`src/rtl/cordic_lane_scheduler.sv`:
```
// cordic_lane_scheduler
//
// Shares one CORDIC core between three lanes (one, two, three). On start the
// three operands are captured and issued to the core one after another with a
// start/done handshake. The three results are returned together with a
// single-cycle done pulse. A watchdog flushes a core that never answers. A lane
// that times out returns a result of zero and sets the sticky error flag.
//
// Ports
//   clk            system clock
//   rst            asynchronous reset, active low
//   clk_en         global enable; every register holds while low
//   start          request to process one operand triple (sampled in IDLE only)
//   x_one/two/three lane operands
//   busy           high whenever the scheduler is not idle
//   cordic_start   one-cycle issue strobe to the shared core
//   cordic_x       operand presented to the core, stable until the next issue
//   cordic_flush   one-cycle flush strobe when a lane times out
//   cordic_done    core result-valid strobe
//   cordic_result  core result
//   done           one-cycle pulse; res_* valid
//   res_one/two/three lane results
//   error          sticky timeout flag, cleared by the next accepted start
//
// State table
//   state | meaning
//   IDLE  | waiting for start; results and error held
//   ISSUE | cordic_start high, cordic_x carries operand[lane]
//   WAIT  | waiting for cordic_done or watchdog timeout for the current lane
//   DONE  | done high for one cycle, back to IDLE next

module cordic_lane_scheduler #(
  parameter int CORDIC_DATA_WIDTH = 22,
  parameter int TIMEOUT_CYCLES    = 64,
  parameter int CNT_WIDTH         = 7
) (
  input  logic                         clk,
  input  logic                         rst,
  input  logic                         clk_en,
  input  logic                         start,
  input  logic [CORDIC_DATA_WIDTH-1:0] x_one,
  input  logic [CORDIC_DATA_WIDTH-1:0] x_two,
  input  logic [CORDIC_DATA_WIDTH-1:0] x_three,
  output logic                         busy,
  output logic                         cordic_start,
  output logic [CORDIC_DATA_WIDTH-1:0] cordic_x,
  output logic                         cordic_flush,
  input  logic                         cordic_done,
  input  logic [CORDIC_DATA_WIDTH-1:0] cordic_result,
  output logic                         done,
  output logic [CORDIC_DATA_WIDTH-1:0] res_one,
  output logic [CORDIC_DATA_WIDTH-1:0] res_two,
  output logic [CORDIC_DATA_WIDTH-1:0] res_three,
  output logic                         error
);

  typedef enum logic [1:0] {
    S_IDLE  = 2'd0,
    S_ISSUE = 2'd1,
    S_WAIT  = 2'd2,
    S_DONE  = 2'd3
  } state_t;

  localparam logic [CNT_WIDTH-1:0] WDOG_LAST = CNT_WIDTH'(TIMEOUT_CYCLES - 1);
  localparam logic [CNT_WIDTH-1:0] WDOG_ONE  = CNT_WIDTH'(1);
  localparam logic [1:0]           LANE_LAST = 2'd2;

  state_t state_q;
  state_t state_d;

  logic [1:0]                   lane_q;
  logic [1:0]                   lane_d;
  logic [CNT_WIDTH-1:0]         wdog_q;
  logic [CNT_WIDTH-1:0]         wdog_d;
  logic [CORDIC_DATA_WIDTH-1:0] op_one_q;
  logic [CORDIC_DATA_WIDTH-1:0] op_two_q;
  logic [CORDIC_DATA_WIDTH-1:0] op_three_q;
  logic [CORDIC_DATA_WIDTH-1:0] op_one_d;
  logic [CORDIC_DATA_WIDTH-1:0] op_two_d;
  logic [CORDIC_DATA_WIDTH-1:0] op_three_d;

  logic                         busy_d;
  logic                         cordic_start_d;
  logic [CORDIC_DATA_WIDTH-1:0] cordic_x_d;
  logic                         cordic_flush_d;
  logic                         done_d;
  logic [CORDIC_DATA_WIDTH-1:0] res_one_d;
  logic [CORDIC_DATA_WIDTH-1:0] res_two_d;
  logic [CORDIC_DATA_WIDTH-1:0] res_three_d;
  logic                         error_d;

  logic                         timeout;
  logic                         lane_adv;
  logic [CORDIC_DATA_WIDTH-1:0] lane_result;
  logic [CORDIC_DATA_WIDTH-1:0] op_next;

  // The watchdog counts cycles since the issue strobe (0 during ISSUE), so a
  // silent core is flushed TIMEOUT_CYCLES cycles after its cordic_start.
  // A done arriving on the timeout cycle takes priority over the timeout.
  assign timeout     = (state_q == S_WAIT) && !cordic_done && (wdog_q == WDOG_LAST);
  assign lane_adv    = (state_q == S_WAIT) && (cordic_done || timeout);
  assign lane_result = cordic_done ? cordic_result : '0;

  always_comb begin
    case (lane_q)
      2'd0:    op_next = op_two_q;
      default: op_next = op_three_q;
    endcase
  end

  // State register
  always_ff @(posedge clk or negedge rst) begin
    if (!rst) begin
      state_q <= S_IDLE;
    end else if (clk_en) begin
      state_q <= state_d;
    end
  end

  // Next-state logic
  always_comb begin
    state_d = state_q;
    case (state_q)
      S_IDLE:  if (start) state_d = S_ISSUE;
      S_ISSUE: state_d = S_WAIT;
      S_WAIT: begin
        if (lane_adv) begin
          state_d = (lane_q == LANE_LAST) ? S_DONE : S_ISSUE;
        end
      end
      S_DONE:  state_d = S_IDLE;
      default: state_d = S_IDLE;
    endcase
  end

  // Output / datapath logic. Outputs are decoded from the next state so that
  // the registered strobes line up with the state they belong to.
  always_comb begin
    lane_d         = lane_q;
    wdog_d         = wdog_q;
    op_one_d       = op_one_q;
    op_two_d       = op_two_q;
    op_three_d     = op_three_q;
    cordic_x_d     = cordic_x;
    res_one_d      = res_one;
    res_two_d      = res_two;
    res_three_d    = res_three;
    error_d        = error;
    busy_d         = (state_d != S_IDLE);
    cordic_start_d = (state_d == S_ISSUE);
    done_d         = (state_d == S_DONE);
    cordic_flush_d = timeout;

    case (state_q)
      S_IDLE: begin
        if (start) begin
          op_one_d   = x_one;
          op_two_d   = x_two;
          op_three_d = x_three;
          cordic_x_d = x_one;
          error_d    = 1'b0;
          lane_d     = 2'd0;
          wdog_d     = '0;
        end
      end
      S_ISSUE: begin
        wdog_d = WDOG_ONE;
      end
      S_WAIT: begin
        if (lane_adv) begin
          case (lane_q)
            2'd0:    res_one_d   = lane_result;
            2'd1:    res_two_d   = lane_result;
            default: res_three_d = lane_result;
          endcase
          if (timeout) error_d = 1'b1;
          if (lane_q != LANE_LAST) begin
            lane_d     = lane_q + 2'd1;
            wdog_d     = '0;
            cordic_x_d = op_next;
          end
        end else begin
          wdog_d = wdog_q + WDOG_ONE;
        end
      end
      default: ;
    endcase
  end

  // Datapath and output registers
  always_ff @(posedge clk or negedge rst) begin
    if (!rst) begin
      lane_q       <= 2'd0;
      wdog_q       <= '0;
      op_one_q     <= '0;
      op_two_q     <= '0;
      op_three_q   <= '0;
      busy         <= 1'b0;
      cordic_start <= 1'b0;
      cordic_x     <= '0;
      cordic_flush <= 1'b0;
      done         <= 1'b0;
      res_one      <= '0;
      res_two      <= '0;
      res_three    <= '0;
      error        <= 1'b0;
    end else if (clk_en) begin
      lane_q       <= lane_d;
      wdog_q       <= wdog_d;
      op_one_q     <= op_one_d;
      op_two_q     <= op_two_d;
      op_three_q   <= op_three_d;
      busy         <= busy_d;
      cordic_start <= cordic_start_d;
      cordic_x     <= cordic_x_d;
      cordic_flush <= cordic_flush_d;
      done         <= done_d;
      res_one      <= res_one_d;
      res_two      <= res_two_d;
      res_three    <= res_three_d;
      error        <= error_d;
    end
  end

endmodule
```
`config.mk`:
```
export PLATFORM = sky130hd
export DESIGN_NAME = cordic_lane_scheduler
export DESIGN_NICKNAME = d
export VERILOG_FILES = /design/src/rtl/cordic_lane_scheduler.sv
export SDC_FILE = /design/constraint.sdc
export NUM_CORES = 1
export LEC_CHECK = 0
export BUFFER_PORTS_ARGS = -buffer_cell sky130_fd_sc_hd__buf_2
export CORE_MARGIN = 2
export CORE_UTILIZATION = 52
export CTS_CLUSTER_DIAMETER = 80
export DETAILED_ROUTE_END_ITERATION = 12
export PLACE_DENSITY = 0.83
export RECOVER_POWER = 100
export SLEW_MARGIN = 25
export SYNTH_ARGS = -nofsm -noshare
export SYNTH_HDL_FRONTEND = slang
export SYNTH_SLANG_ARGS = --single-unit
```
`constraint.sdc`:
```
create_clock -name clk -period 3.8 [get_ports clk]
set_clock_uncertainty 0.05 [all_clocks]
set_input_delay 0.19 -clock clk [delete_from_list [all_inputs] [get_ports clk]]
set_output_delay 0.19 -clock clk [all_outputs]
set_load 0.01 [all_outputs]
```
* Word-level counts from Yosys, hierarchy flattened *
Index checks and enable logic that the tools add are counted.

storage, ports and cells
  output and inout bits = 93
  register bits = 148
  logic and storage cells = 71

cells by class
  add/sub/neg operators = 2
  bitwise logic cells = 1
  reduce and logical (&&, ||, !) cells = 18
  eq/ne operators = 14
  muxes and demuxes = 22

operator list
  kind                   count
  $mux W22               5
  $pmux W22 S2           1
  $mux W7                3
  $pmux W7 S3            1
  $reduce_and A4 Y1      4
  $mux W2                6
  $reduce_and A5 Y1      2
  $eq A2 B2 Y1 const B   4
  $ne A2 B2 Y1 const B   4
  $pmux W2 S4            1
  $add A7 B1 Y7 const B  1
  $eq A7 B6 Y1 const B   1
  $eq A2 B1 Y1 const B   3
  $logic_not A2 Y1       2
  $pmux W2 S2            1
  $reduce_bool A2 Y1     2
  $logic_and A1 B1 Y1    3
  $mux W1                3
  $ne A3 B2 Y1 const B   1
  $reduce_and A3 Y1      1
  $reduce_bool A3 Y1     1
  $add A2 B1 Y2 const B  1
  $ne A2 B1 Y1 const B   1
  $pmux W1 S2            1
  4 further kinds        4

* Depth between registers and ports, before layout *
  word-level depth = 8
  mapped depth = 9

* Least setup slack after synthesis *
Ideal clock, no wire load.

  path kind = reg2reg
  from = reg state_q[1]
  to = reg wdog_q[5]
  data arrival time = 1.735 ns
  period minus slack after synthesis = 1.914 ns
  path slack = 1.886 ns
  stages on the path, launching flop included = 10
  data required time = 3.621 ns
  cells stage by stage = dfrtp_1 -> inv_1 -> ha_1 -> buf_4 -> nand2b_2 -> nand2_1 -> a311o_2 -> buf_6 -> o21ai_1 -> o41ai_2

on the way
  longest elaborated chain between the ends = 7
  elaborated cells on any way between the ends = 13
  those cells by class = 4 x eq/ne; 2 x mux; 7 x reduce/logical

ends and longest elaborated chain
  element                                                     RTL line       RTL
  start, declared                                             68             state_t state_q;
  start signal, assigned                                      116            state_q <= state_d;
  $eq A2 B2 Y1                                                100, 101, 154
  $logic_and A1 B1 Y1 (2 in series)                           100            assign timeout = (state_q == S_WAIT) && !cordic_done && (wdog_q == WDOG_LAST);
  $logic_or A1 B1 Y1                                          101            assign lane_adv = (state_q == S_WAIT) && (cordic_done || timeout);
  $logic_and A1 B1 Y1                                         101
  $ne A3 B2 Y1 (no line) or $mux W7 (tied branches)           -
  $reduce_and A4 Y1 (no line) or $pmux W7 S3 (tied branches)  -
  end signal, assigned                                        209            wdog_q <= wdog_d;
  end, declared                                               73             logic [CNT_WIDTH-1:0] wdog_q;

Several ways; a longest one is shown, not always the timed one.
A chain may end at the register's enable or synchronous reset.

* Final worst setup path *
  from = reg lane_q[0]
  to = reg res_one[9]

on the way
  longest elaborated chain between the ends = 2

ends and longest elaborated chain
  element                      RTL line  RTL
  start, declared              71        logic [1:0] lane_q;
  start signal, assigned       208       lane_q <= lane_d;
  $logic_not A2 Y1             171       case (lane_q)
  $reduce_and A4 Y1 (no line)  -
  end signal, assigned         218       res_one <= res_one_d;
  end, declared                51        output logic [CORDIC_DATA_WIDTH-1:0] res_one,

Every way passes these cells.

==> results.txt <==
* Post-cts repair resize count: 0
- Initial antenna violation count: 0
- In the synthesized netlist the dominant register cell turns out to be dfrtp_1.
* Tot Pwr: 6480 µW
- Reg clk slew, reported paths: 0.06 ns
- Biggest area consumer among synthesized cells: dfrtp_1
* Hold EP: res_three[15]$_DFFE_PN0P_
- Worst path setup slack after routing: approximately 0.85 ns
- Worst-case vdd ir drop: approximately 460 µV
* Reg2Reg Depth: 5
* Area enclosed by the die boundary: 13,000 µm²
- Count of port buffers added during placement: 185
- Share of synthesized area spent on multiplexers: 0.113
- The clock passes through at most 2 buffers.
- Average vias per placed instance: roughly 5.6
- At the worst endpoint, the required time is 4.06 ns.
- Final hold analysis gives a worst-case slack of ~0.017 ns.
- Clk root buf: clkbuf_16
- At the placement stage, the worst setup path has a slack of approximately 1.1 ns.
* Post-synth EDFFs: 0
- In this run, CTS created clock tree buffers numbering 17.
- STA classifies the critical path startpoint as a flop.
- Once layout is complete, the cells apart from fillers number 970.
* Number of rows created at floorplan: 40
* Busiest layer in global routing: met2
- Post-synth top cells: dfrtp_1 (148), nand2_1 (143), o21ai_0 (66)
* Routed wire length: approximately 17,000 µm
- Counting flops with an async set or reset pin after synthesis yields a share of 1.00.
- R2r endpoint: res_one[9]$_DFFE_PN0P_
* Setup slack on the worst flop-to-flop path: between 0.8 and 0.9 ns
- After the last flow step, the layout net total stands at roughly 900.
* Count of different cell masters after synthesis: between 40 and 50
- Of the available clock period, the critical path in the final layout requires 0.777.
- In the global route stage, met3 resource usage came out at 0.0651.
- STA classifies the critical path endpoint as a flop.
- Worst-Skew Late Latency: roughly 0.42 ns
- Remaining number of nets flagged by the antenna check after routing: 0
* Critical path, cell by cell: inv_1, ha_1, clkbuf_2, nand3_1, o21ai_0
- The share of total power dissipated in sequential elements is 0.413.
- Total power per unit cell area: 784 nW/µm²
- Worst Max-Slew Pin Slew: around 1.7 ns
* Share of Yosys cell area claimed by the top area cell type: 0.587
- The first detailed-routing pass took 5 iterations.
- Post-route DRC: 0
- Of the total power, combinational logic draws 0.341.
* Stage delay of the slowest cell on the critical path: approximately 0.89 ns
- Count of antenna diodes in the layout: 0
- In this run the cell area of the synthesized design comes to 6310 µm².
- Yosys attributes the largest share of cell area to dfrtp_1 (59%), nand2_1 (8.5%), mux2_2 (7.9%).
* First-pass GRT wire length: 26,900 µm
* Final count of pins violating max slew: 33
* 1st-iter DRT viols: just over 500
- H-tree levels: 4
- The worst hold path begins at cordic_result[15].
* Hold/Removal Path Class: input pin to flop
* Instance count of the mapped netlist: about 600
- XOR/XNOR Fraction of Synth Area: 0
* Global route total overflow: 0
- For this run, the number of Yosys warnings is 0.
* Peak clock frequency supported by timing: roughly 0.34 GHz
- IO Count: between 150 and 200
* Clock tree from TritonCTS: built
- The final reports fail on max-capacitance violations, max-slew violations.
* Leakage power summed over all cells: ~0.0039 µW
* RSZ-0062 raised after global routing: no
* Yosys reg bits: about 150
- After floorplanning, the core was sized to cover roughly 12,000 µm².
- Adder and majority gate portion of the synthesized area: 0.0159
- Run status: finished with violations
* Max-slew headroom: -0.131
* Met1 Use GR: 0.323
- Post-DR wirelength/cell: between 15 and 20 µm
* Count of max-cap constraint violations: 1
- Setup violations remaining at the end of the flow were counted as 0.
- The final hold violation count is 0.
- Top Family by Delay on Critical Path: simple AND/OR/NAND/NOR gates
- Vias after detailed routing: between 5k and 6k
- Setup TNS: 0 ns
- Counting every net in the synthesized netlist gives 688.
- Met2 Resource Use GR: 0.448
* HPWL reported at the end of detailed placement: 10,600 µm
- CP max stage cell: nand3_1
- Hold Path Stages: 3
* Initial core utilization: 0.530
- Of the total synthesized cell area, the portion taken by AND, OR, NAND and NOR gates is 0.118.
* Pin count of the biggest net entering global routing: 118
- Period minus WS final: about 3 ns
- The number of global-route vias before repair was between 5k and 6k.
* Sink count of the clock tree: about 150
- Number of buffers and inverters on the critical path: 2
* Net switching power: 2370 µW
- Fraction of the mapped netlist area in compound gates: 0.132
* Critical setup path kind: flop to flop
* Total Routing Usage GR: 0.265
* Internal Pwr Total: 4110 µW
- Of the synthesized area, sequential elements account for 0.587.
- Compared with the post-synthesis result, the final layout area differs by 30.9%.
- The most common cell in the synthesized netlist is dfrtp_1.
- By area, the combinational part of the netlist is dominated by compound AO/OA/AOI/OAI gates.
* Die Width: 114 µm
- Mapped Avg Cell Area: roughly 11 µm²
- The startpoint identified for the worst register-to-register timing path is lane_q[0]$_DFFE_PN0P_.
* Clock share of power: 0.246
* Data arrival time of the critical path: 3.21 ns
- Vertical extent of the die: about 110 µm
* Placed insts: slightly below 900
- Routability-driven placement finished with a final weighted congestion of approximately 0.85.
- Of the cells placed in the final design, the portion with a size suffix greater than 1 is 0.216.
- In this run the worst path has a maximum fanout of 24.
- Of the total power, the share spent switching nets is 0.365.
## final cells by class
cell class	count	area, µm²
flip-flops and latches	148	3700
fillers	915	3650
multi-input cells	394	2390
repair buffers	241	1380
clock buffers	22	474
well taps	147	184
clock inverters	10	97.6
inverters	8	30.0
## kinds of logic (layout without fill, tap and decap cells)
| group | Yosys count | after routing |
|---|---|---|
| adders and majority gates | 8 | 8 |
| DFF | 148 | 148 |
| buffers and inverters | 45 | 281 |
| AOI/OAI and AO/OA | 145 | 145 |
| muxes | 66 | 66 |
| and+or+nand+nor | 175 | 175 |
## stage by stage
stage	util	area [µm²]
after floorplan	-	6310
after global placement	0.611	7280
after detailed placement	0.611	7280
after CTS	0.703	8370
after global routing	0.693	8260
final	0.693	8260
## power by group through the flow
stage / logic [µW] / registers, µW / clock network [µW]
floorplan: 1260 / 2790 / 0
global placement: 2140 / 2610 / 0
detailed placement: 2260 / 2660 / 0
CTS: 2320 / 2640 / 1620
global route: 2450 / 2740 / 1700
finish: 2210 / 2670 / 1600
## timing repair
item                                    in CTS  in global routing
hold buffers                                52                  0
setup buffers                                0                  0
endpoints found under the setup margin       0                  0
endpoints found under the hold margin      167                  0
## worst reg2reg max path: stages (launching register included)
cell	delay, ns
dfrtp_1	0.43
inv_1	0.12
ha_1	0.20
clkbuf_2	0.70
nand3_1	0.89
o21ai_0	0.47
## worst max path at each step
stage	from	end	slack (ns)	cells past startpoint
finish	lane_q[0]$_DFFE_PN0P_	res_one[9]$_DFFE_PN0P_	0.85	5
global route	state_q[0]$_DFFE_PN0P_	wdog_q[3]$_DFFE_PN0P_	0.62	6
CTS	state_q[0]$_DFFE_PN0P_	cordic_x[16]$_DFFE_PN0P_	1.12	6
detailed placement	state_q[1]$_DFFE_PN0P_	op_two_q[10]$_DFFE_PN0P_	1.10	4
global placement	state_q[1]$_DFFE_PN0P_	op_two_q[12]$_DFFE_PN0P_	1.25	4
floorplan	state_q[1]$_DFFE_PN0P_	wdog_q[5]$_DFFE_PN0P_	1.89	9
## state kept, by name, indices dropped and copies added (netlist names)
| register | count |
|---|---|
| op_two_q | 22 |
| state_q | 2 |
| error | 1 |
| op_three_q | 22 |
| done | 1 |
| res_one | 22 |
| cordic_start | 1 |
| lane_q | 2 |
| res_two | 22 |
| cordic_x | 22 |
| cordic_flush | 1 |
| wdog_q | 7 |
| busy | 1 |
| res_three | 22 |
## cells in the final DEF, fill, tap and decap left out, types with 4 or more instances in the layout
master / synthesis / final
dlygate4sd3_1: 0 / 52
nand2_1: 143 / 143
ha_1: 8 / 8
clkbuf_8: 0 / 4
nor2_1: 11 / 11
mux2i_1: 22 / 22
clkbuf_1: 12 / 96
o21ai_1: 52 / 4
dfrtp_1: 148 / 148
a21oi_1: 5 / 5
nand3_1: 7 / 7
mux2_2: 44 / 44
buf_2: 19 / 91
clkbuf_16: 0 / 17
o21ai_0: 66 / 114
inv_1: 8 / 8
## metal layers
layer / vias up / wire [µm]
met2: 275 / 8520
met5: - / 0
met3: 40 / 1250
met4: 0 / 427
li1: 2463 / -
met1: 2616 / 6810
Note: power is estimated with default switching activity, not from simulation.
